--- src/rtl/faultify_harness_pkg.sv ---
// faultify_harness_pkg: shared FSM state type and default widths for the Faultify CUT harness.
package faultify_harness_pkg;

    typedef enum logic [1:0] {IDLE, APPLY, WAIT, DONE} harnessStateT;

    localparam int CYC_W_DEFAULT = 16;
    localparam int CNT_W_DEFAULT = 32;

endpackage

--- src/rtl/faultify_inj_window.sv ---
// faultify_inj_window: combinational injection-window comparator.
// Ports: cycCnt (current cycle), delay (first injected cycle), len (injected
// cycle count), active (FSM in APPLY/WAIT) -> injEn (inject this cycle).
module faultify_inj_window
    import faultify_harness_pkg::*;
#(
    parameter int CYC_W = CYC_W_DEFAULT
) (
    input  logic [CYC_W-1:0] cycCnt,
    input  logic [CYC_W-1:0] delay,
    input  logic [CYC_W-1:0] len,
    input  logic             active,
    output logic             injEn
);

    // One extra bit so delay+len never wraps; len=0 gives an empty window.
    logic [CYC_W:0] winEnd;

    assign winEnd = {1'b0, delay} + {1'b0, len};
    assign injEn  = active && (cycCnt >= delay) && ({1'b0, cycCnt} < winEnd);

endmodule

--- src/rtl/faultify_cut_harness.sv ---
// faultify_cut_harness: sequential test harness driving a fault-injectable CUT.
// Ports: vec_* accept one test vector (test, golden, mask, injection pattern,
// delay, len); cut_* drive the CUT and collect its result; res_* present the
// outcome (result, masked diff, fail, timeout) until consumed; clr_cnt_i,
// run_cnt_o, fail_cnt_o are the saturating run/fail statistics.
// rst is asynchronous, active-low.
// Macro FAULTIFY_HARNESS_TIMEOUT_EN: when defined, WAIT aborts after TIMEOUT
// cycles; otherwise WAIT waits forever and res_timeout_o is constant 0.
module faultify_cut_harness
    import faultify_harness_pkg::*;
#(
    parameter int TV_W    = 70,
    parameter int RV_W    = 41,
    parameter int INJ_W   = 268,
    parameter int CYC_W   = CYC_W_DEFAULT,
    parameter int CNT_W   = CNT_W_DEFAULT,
    parameter int TIMEOUT = 1024
) (
    input  logic             clk,
    input  logic             rst,
    input  logic             vec_valid_i,
    output logic             vec_ready_o,
    input  logic [TV_W-1:0]  vec_test_i,
    input  logic [RV_W-1:0]  vec_golden_i,
    input  logic [RV_W-1:0]  vec_mask_i,
    input  logic [INJ_W-1:0] inj_vector_i,
    input  logic [CYC_W-1:0] inj_delay_i,
    input  logic [CYC_W-1:0] inj_len_i,
    output logic [TV_W-1:0]  cut_test_o,
    output logic             cut_start_o,
    output logic [INJ_W-1:0] cut_inj_o,
    input  logic [RV_W-1:0]  cut_result_i,
    input  logic             cut_ready_i,
    output logic             res_valid_o,
    input  logic             res_ready_i,
    output logic [RV_W-1:0]  res_result_o,
    output logic [RV_W-1:0]  res_diff_o,
    output logic             res_fail_o,
    output logic             res_timeout_o,
    input  logic             clr_cnt_i,
    output logic [CNT_W-1:0] run_cnt_o,
    output logic [CNT_W-1:0] fail_cnt_o
);

    harnessStateT     state, nextState;
    logic [TV_W-1:0]  testReg;
    logic [RV_W-1:0]  goldenReg, maskReg, resultReg, diffReg;
    logic [INJ_W-1:0] injReg;
    logic [CYC_W-1:0] delayReg, lenReg, cycCnt;
    logic [CNT_W-1:0] runCnt, failCnt;
    logic             failReg, timeoutReg, timeoutHit, injEn, accept;
    logic [RV_W-1:0]  cmpDiff;

    assign accept  = (state == IDLE) && vec_valid_i;
    assign cmpDiff = (cut_result_i ^ goldenReg) & maskReg;

`ifdef FAULTIFY_HARNESS_TIMEOUT_EN
    assign timeoutHit = (cycCnt == CYC_W'(TIMEOUT));
`else
    assign timeoutHit = 1'b0;
`endif

    always_ff @(posedge clk or negedge rst) begin
        if (!rst) state <= IDLE;
        else      state <= nextState;
    end

    always_comb begin
        nextState = state;
        case (state)
            IDLE:    nextState = vec_valid_i ? APPLY : IDLE;
            APPLY:   nextState = WAIT;
            WAIT:    nextState = (cut_ready_i || timeoutHit) ? DONE : WAIT;
            DONE:    nextState = res_ready_i ? IDLE : DONE;
            default: nextState = IDLE;
        endcase
    end

    always_ff @(posedge clk or negedge rst) begin
        if (!rst) begin
            testReg    <= '0;
            goldenReg  <= '0;
            maskReg    <= '0;
            injReg     <= '0;
            delayReg   <= '0;
            lenReg     <= '0;
            cycCnt     <= '0;
            resultReg  <= '0;
            diffReg    <= '0;
            failReg    <= 1'b0;
            timeoutReg <= 1'b0;
        end else begin
            if (accept) begin
                testReg   <= vec_test_i;
                goldenReg <= vec_golden_i;
                maskReg   <= vec_mask_i;
                injReg    <= inj_vector_i;
                delayReg  <= inj_delay_i;
                lenReg    <= inj_len_i;
                cycCnt    <= '0;
            end else if (state == APPLY || state == WAIT) begin
                // Saturate so a very long WAIT cannot wrap back into the window.
                cycCnt <= (cycCnt == '1) ? cycCnt : cycCnt + 1'b1;
            end
            // Ready is checked first so it wins over a simultaneous timeout.
            if (state == WAIT && cut_ready_i) begin
                resultReg  <= cut_result_i;
                diffReg    <= cmpDiff;
                failReg    <= |cmpDiff;
                timeoutReg <= 1'b0;
            end else if (state == WAIT && timeoutHit) begin
                resultReg  <= '0;
                diffReg    <= maskReg;
                failReg    <= 1'b1;
                timeoutReg <= 1'b1;
            end
        end
    end

    always_ff @(posedge clk or negedge rst) begin
        if (!rst) begin
            runCnt  <= '0;
            failCnt <= '0;
        end else if (clr_cnt_i) begin
            runCnt  <= '0;
            failCnt <= '0;
        end else if (state == DONE && res_ready_i) begin
            runCnt <= (runCnt == '1) ? runCnt : runCnt + 1'b1;
            if (failReg) failCnt <= (failCnt == '1) ? failCnt : failCnt + 1'b1;
        end
    end

    faultify_inj_window #(.CYC_W(CYC_W)) uWindow (
        .cycCnt (cycCnt),
        .delay  (delayReg),
        .len    (lenReg),
        .active (state == APPLY || state == WAIT),
        .injEn  (injEn)
    );

    // vec_ready_o is gated by rst so it reads 0 while reset is held.
    assign vec_ready_o   = (state == IDLE) && rst;
    assign cut_test_o    = testReg;
    assign cut_start_o   = (state == APPLY);
    assign cut_inj_o     = injReg & {INJ_W{injEn}};
    assign res_valid_o   = (state == DONE);
    assign res_result_o  = resultReg;
    assign res_diff_o    = diffReg;
    assign res_fail_o    = failReg;
    assign res_timeout_o = timeoutReg;
    assign run_cnt_o     = runCnt;
    assign fail_cnt_o    = failCnt;

endmodule

--- config.mk ---
export PLATFORM = sky130hd
export DESIGN_NAME = faultify_cut_harness
export DESIGN_NICKNAME = d
export VERILOG_FILES = /design/src/rtl/faultify_harness_pkg.sv /design/src/rtl/faultify_inj_window.sv /design/src/rtl/faultify_cut_harness.sv
export SDC_FILE = /design/constraint.sdc
export NUM_CORES = 2
export LEC_CHECK = 0
export BUFFER_PORTS_ARGS = -buffer_cell sky130_fd_sc_hd__buf_2
export CORE_AREA = 2 2 383 385
export DETAILED_ROUTE_END_ITERATION = 7
export DIE_AREA = 0 0 385 387
export GPL_TIMING_DRIVEN = 0
export PLACE_DENSITY_LB_ADDON = 0.15
export SETUP_SLACK_MARGIN = 0.15
export SLEW_MARGIN = 0
export SYNTH_ARGS = -nofsm -noshare
export SYNTH_HDL_FRONTEND = slang
export SYNTH_SLANG_ARGS = --single-unit
--- constraint.sdc ---
create_clock -name clk -period 6.4 [get_ports clk]
set_input_delay 0.32 -clock clk [delete_from_list [all_inputs] [get_ports clk]]
set_output_delay 0.32 -clock clk [all_outputs]
set_load 0.02 [all_outputs]
==> metrics.yaml <==
outcome: "finished clean"
max_slew_margin_pct: 23.0
gp_congestion: 0.845
synth_fp_nets: 3511
crit_type: "register to primary output"
routed_wl_um: 142000
grt_usage_pct: 18.6
clkLatencyLatePin_ps: 710
clockBufferDepth: 3
ys_seq_area_share_pct: 52.0
crit_chain: "ha_1 > fa_1 > nand3_1 > a211oi_2 > o211ai_1 > a21oi_1 > a211oi_1 > ha_1 > nand3_1 > nor2_1 > a221oi_1 > o211ai_1 > buf_4 > clkbuf_1 > clkbuf_1 > a311oi_1 > buf_2"
cts_setup_buffers: 0
r2r_cells: 9
die_h_um: 387
crit_family: "compound AO/OA/AOI/OAI gates"
fin_crit_sh_pct: 91.7
critical_path.max_stage_delay_ps: 590
slowest_stage: "a311oi_1"
syn-cell-area_mm2: 0.0297
cts.sinks: 617
grt_pass1_vias: 30383
drt_iter0_drc: 1329
fmax_ghz: 0.170
synthFlopType: "dfrtp_1"
syn2layout_area_growth_pct: 52.1
finalNetCount: 5091
ant_nets: 0
post-route-min-period_ps: 5870
vdd_drop_max_mv: 0.326
hp-class: "input pin to async pin"
port_buffers: 986
p_leak_nw: 20.9
utilization_pct: 31.2
dp_hpwl_um: 109000
die-area_mm2: 0.149
clk_pin_slew_ps: 60
cts_max_level: 3
cap_viol_max_count: 0
antenna_found_initial: 18
fp.dieW_um: 385
num_vias: 29130
critPathCaptureType: "primary output"
max_slew.worst_pin.slew_ps: 1150
synth_cell_types: 67
grt_setup_unrepaired: "false"
wl_per_cell_um: 21.8
fin_skew_ps: 55.2
final_cell_mix: "buf_2 (1,012), dfrtp_1 (617), dlygate4sd3_1 (498)"
grt_pass1_wl_um: 207000
fillers: 15440
cts_tree: "yes"
gr-total-overflow: 0
ios: 988
first_pass_iters: 5
cp_max_fo: 10
critPathBufInv: 4
start_util_pct: 20.5
vias_per_cell: 4.46
avgSynthCellArea_um2: 10.0
core_mm2: 0.145
cp-start-kind: "register"
synth_edf_count: 0
root_buffer: "clkbuf_16"
yosys_warnings: 0
setup_viol: 0
fin_area_mm2: 0.0451
row_count: 140
crit_cells: 17
final_common_cell: "buf_2"
synth-seq-cells: 617
slew_violations: 0
p_per_area_mw_per_mm2: 404
placed_area_mm2: 0.0372
synth_cells: 2956
route.detailed.drc: 0
synthArstFlopShare_pct: 100
cts_buffers: 85
hold_viol_final: 0
grt_max_degree: 106
worstPathRequired_ps: 6080
arrival_ps: 5550
layout-drive-gt1-share_pct: 30.6
## worst register-to-register path, cell delays in order, from the launching register on
cell	delay, ps
dfrtp_1	400
inv_1	130
ha_1	170
and2_1	110
clkbuf_1	140
clkbuf_2	520
clkbuf_1	730
clkbuf_1	880
nand2_1	280
o21ai_0	140
## final timing paths
check                                              to                        from  slack, ps
max                                    cut_inj_o[131]     delayReg[0]$_DFFE_PN0P_        530
min                           injReg[201]$_DFFE_PN0P_                         rst        200
max reg2reg                    injReg[14]$_DFFE_PN0P_          state[0]$_DFF_PN0_       2810
min reg2reg                res_diff_o[10]$_DFFE_PN0P_  res_diff_o[10]$_DFFE_PN0P_        470
max in group asynchronous   run_cnt_o[21]$_DFFE_PN0P_                         rst       4010
min in group clk            run_cnt_o[18]$_DFFE_PN0P_                   clr_cnt_i        200
## cell usage after synthesis (5+ instances only)
cell type	number	area, µm²
a21o_1	7	52.6
and4_1	9	78.8
nor2b_1	20	125
o21ai_0	350	1750
inv_1	309	1160
ha_1	55	688
nor4_1	20	125
a211oi_1	7	52.6
and3_1	15	93.8
nor3_1	14	70.1
dfrtp_1	617	15400
or4_1	23	173
a31oi_1	6	37.5
mux2_2	221	2490
clkbuf_1	194	728
buf_2	27	135
o31ai_1	20	150
xnor2_1	23	201
buf_1	11	41.3
xor2_1	51	447
nand4_1	34	213
nand2_1	405	1520
nor2_1	59	221
or3_1	14	87.6
and2_1	11	68.8
nand3_1	37	185
a21oi_1	50	250
or2_2	5	31.3
mux2_1	6	67.6
a311oi_1	269	2360
## logic make-up after synthesis
| kind of cell | Yosys count | synth area share (%) |
|---|---|---|
| AOI/OAI and AO/OA | 753 | 17.0 |
| xor gates and xnor gates | 74 | 2.18 |
| adders and majority gates | 56 | 2.39 |
| buffers and inverters | 547 | 7.16 |
| DFF | 617 | 52.0 |
| muxes | 232 | 8.80 |
| other | 1 | 0.0126 |
| and+or+nand+nor | 676 | 10.5 |
## per-layer routing
metal	track usage, %	up-vias	share of wire [%]	wire, µm
met5	0	-	0.011	16
met4	6.31	2	3.5	4990
met3	4.28	220	5.6	8040
met2	32.1	878	49	70100
met1	22.7	14406	42	59200
li1	-	13624	-	-
## final cells by class
| type | instances | area (µm²) | share of cell area, % |
|---|---|---|---|
| repair buffers | 1493 | 10100 | 22.4 |
| plain buffers | 237 | 966 | 2.14 |
| clock inverters | 23 | 318 | 0.704 |
| flip-flops and latches | 617 | 15400 | 34.2 |
| inverters | 310 | 1160 | 2.58 |
| diodes | 10 | 25.0 | 0.0554 |
| well taps | 1917 | 2400 | 5.31 |
| clock buffers | 130 | 2470 | 5.46 |
| multi-input cells | 1792 | 12200 | 27.1 |
## report_power, final
group          switching, mW  internal (mW)  leakage (nW)
clock                   2.04           2.73          1.35
sequential             0.686           5.55          7.64
combinational           4.65           2.58          11.9
## metrics by stage
stage                     total power, mW  hold WS [ps]  instances  setup slack (ps)  TNS [ps]
after global placement               13.3           460       5859             -9990  -6063370
after detailed placement             13.3           379       5868               797         0
final                                18.2           198       6529               529         0
after CTS                            18.5           135       6519               135         0
after global routing                 19.6           213       6524               165         0
after floorplan                      10.6          24.4       2956              2220         0
## repair_timing
item	in CTS	in global routing
endpoints found under the setup margin	5	22
endpoints found under the hold margin	603	0
resized for setup	4	13
hold buffers	498	0
## state kept, by name, indices dropped and copies added (netlist names)
register / count
cut_test_o: 70
cycCnt: 16
delayReg: 16
fail_cnt_o: 32
goldenReg: 41
injReg: 268
lenReg: 16
maskReg: 41
res_diff_o: 41
res_fail_o: 1
res_result_o: 41
run_cnt_o: 32
state: 2
(Power assumes the default switching activity.)
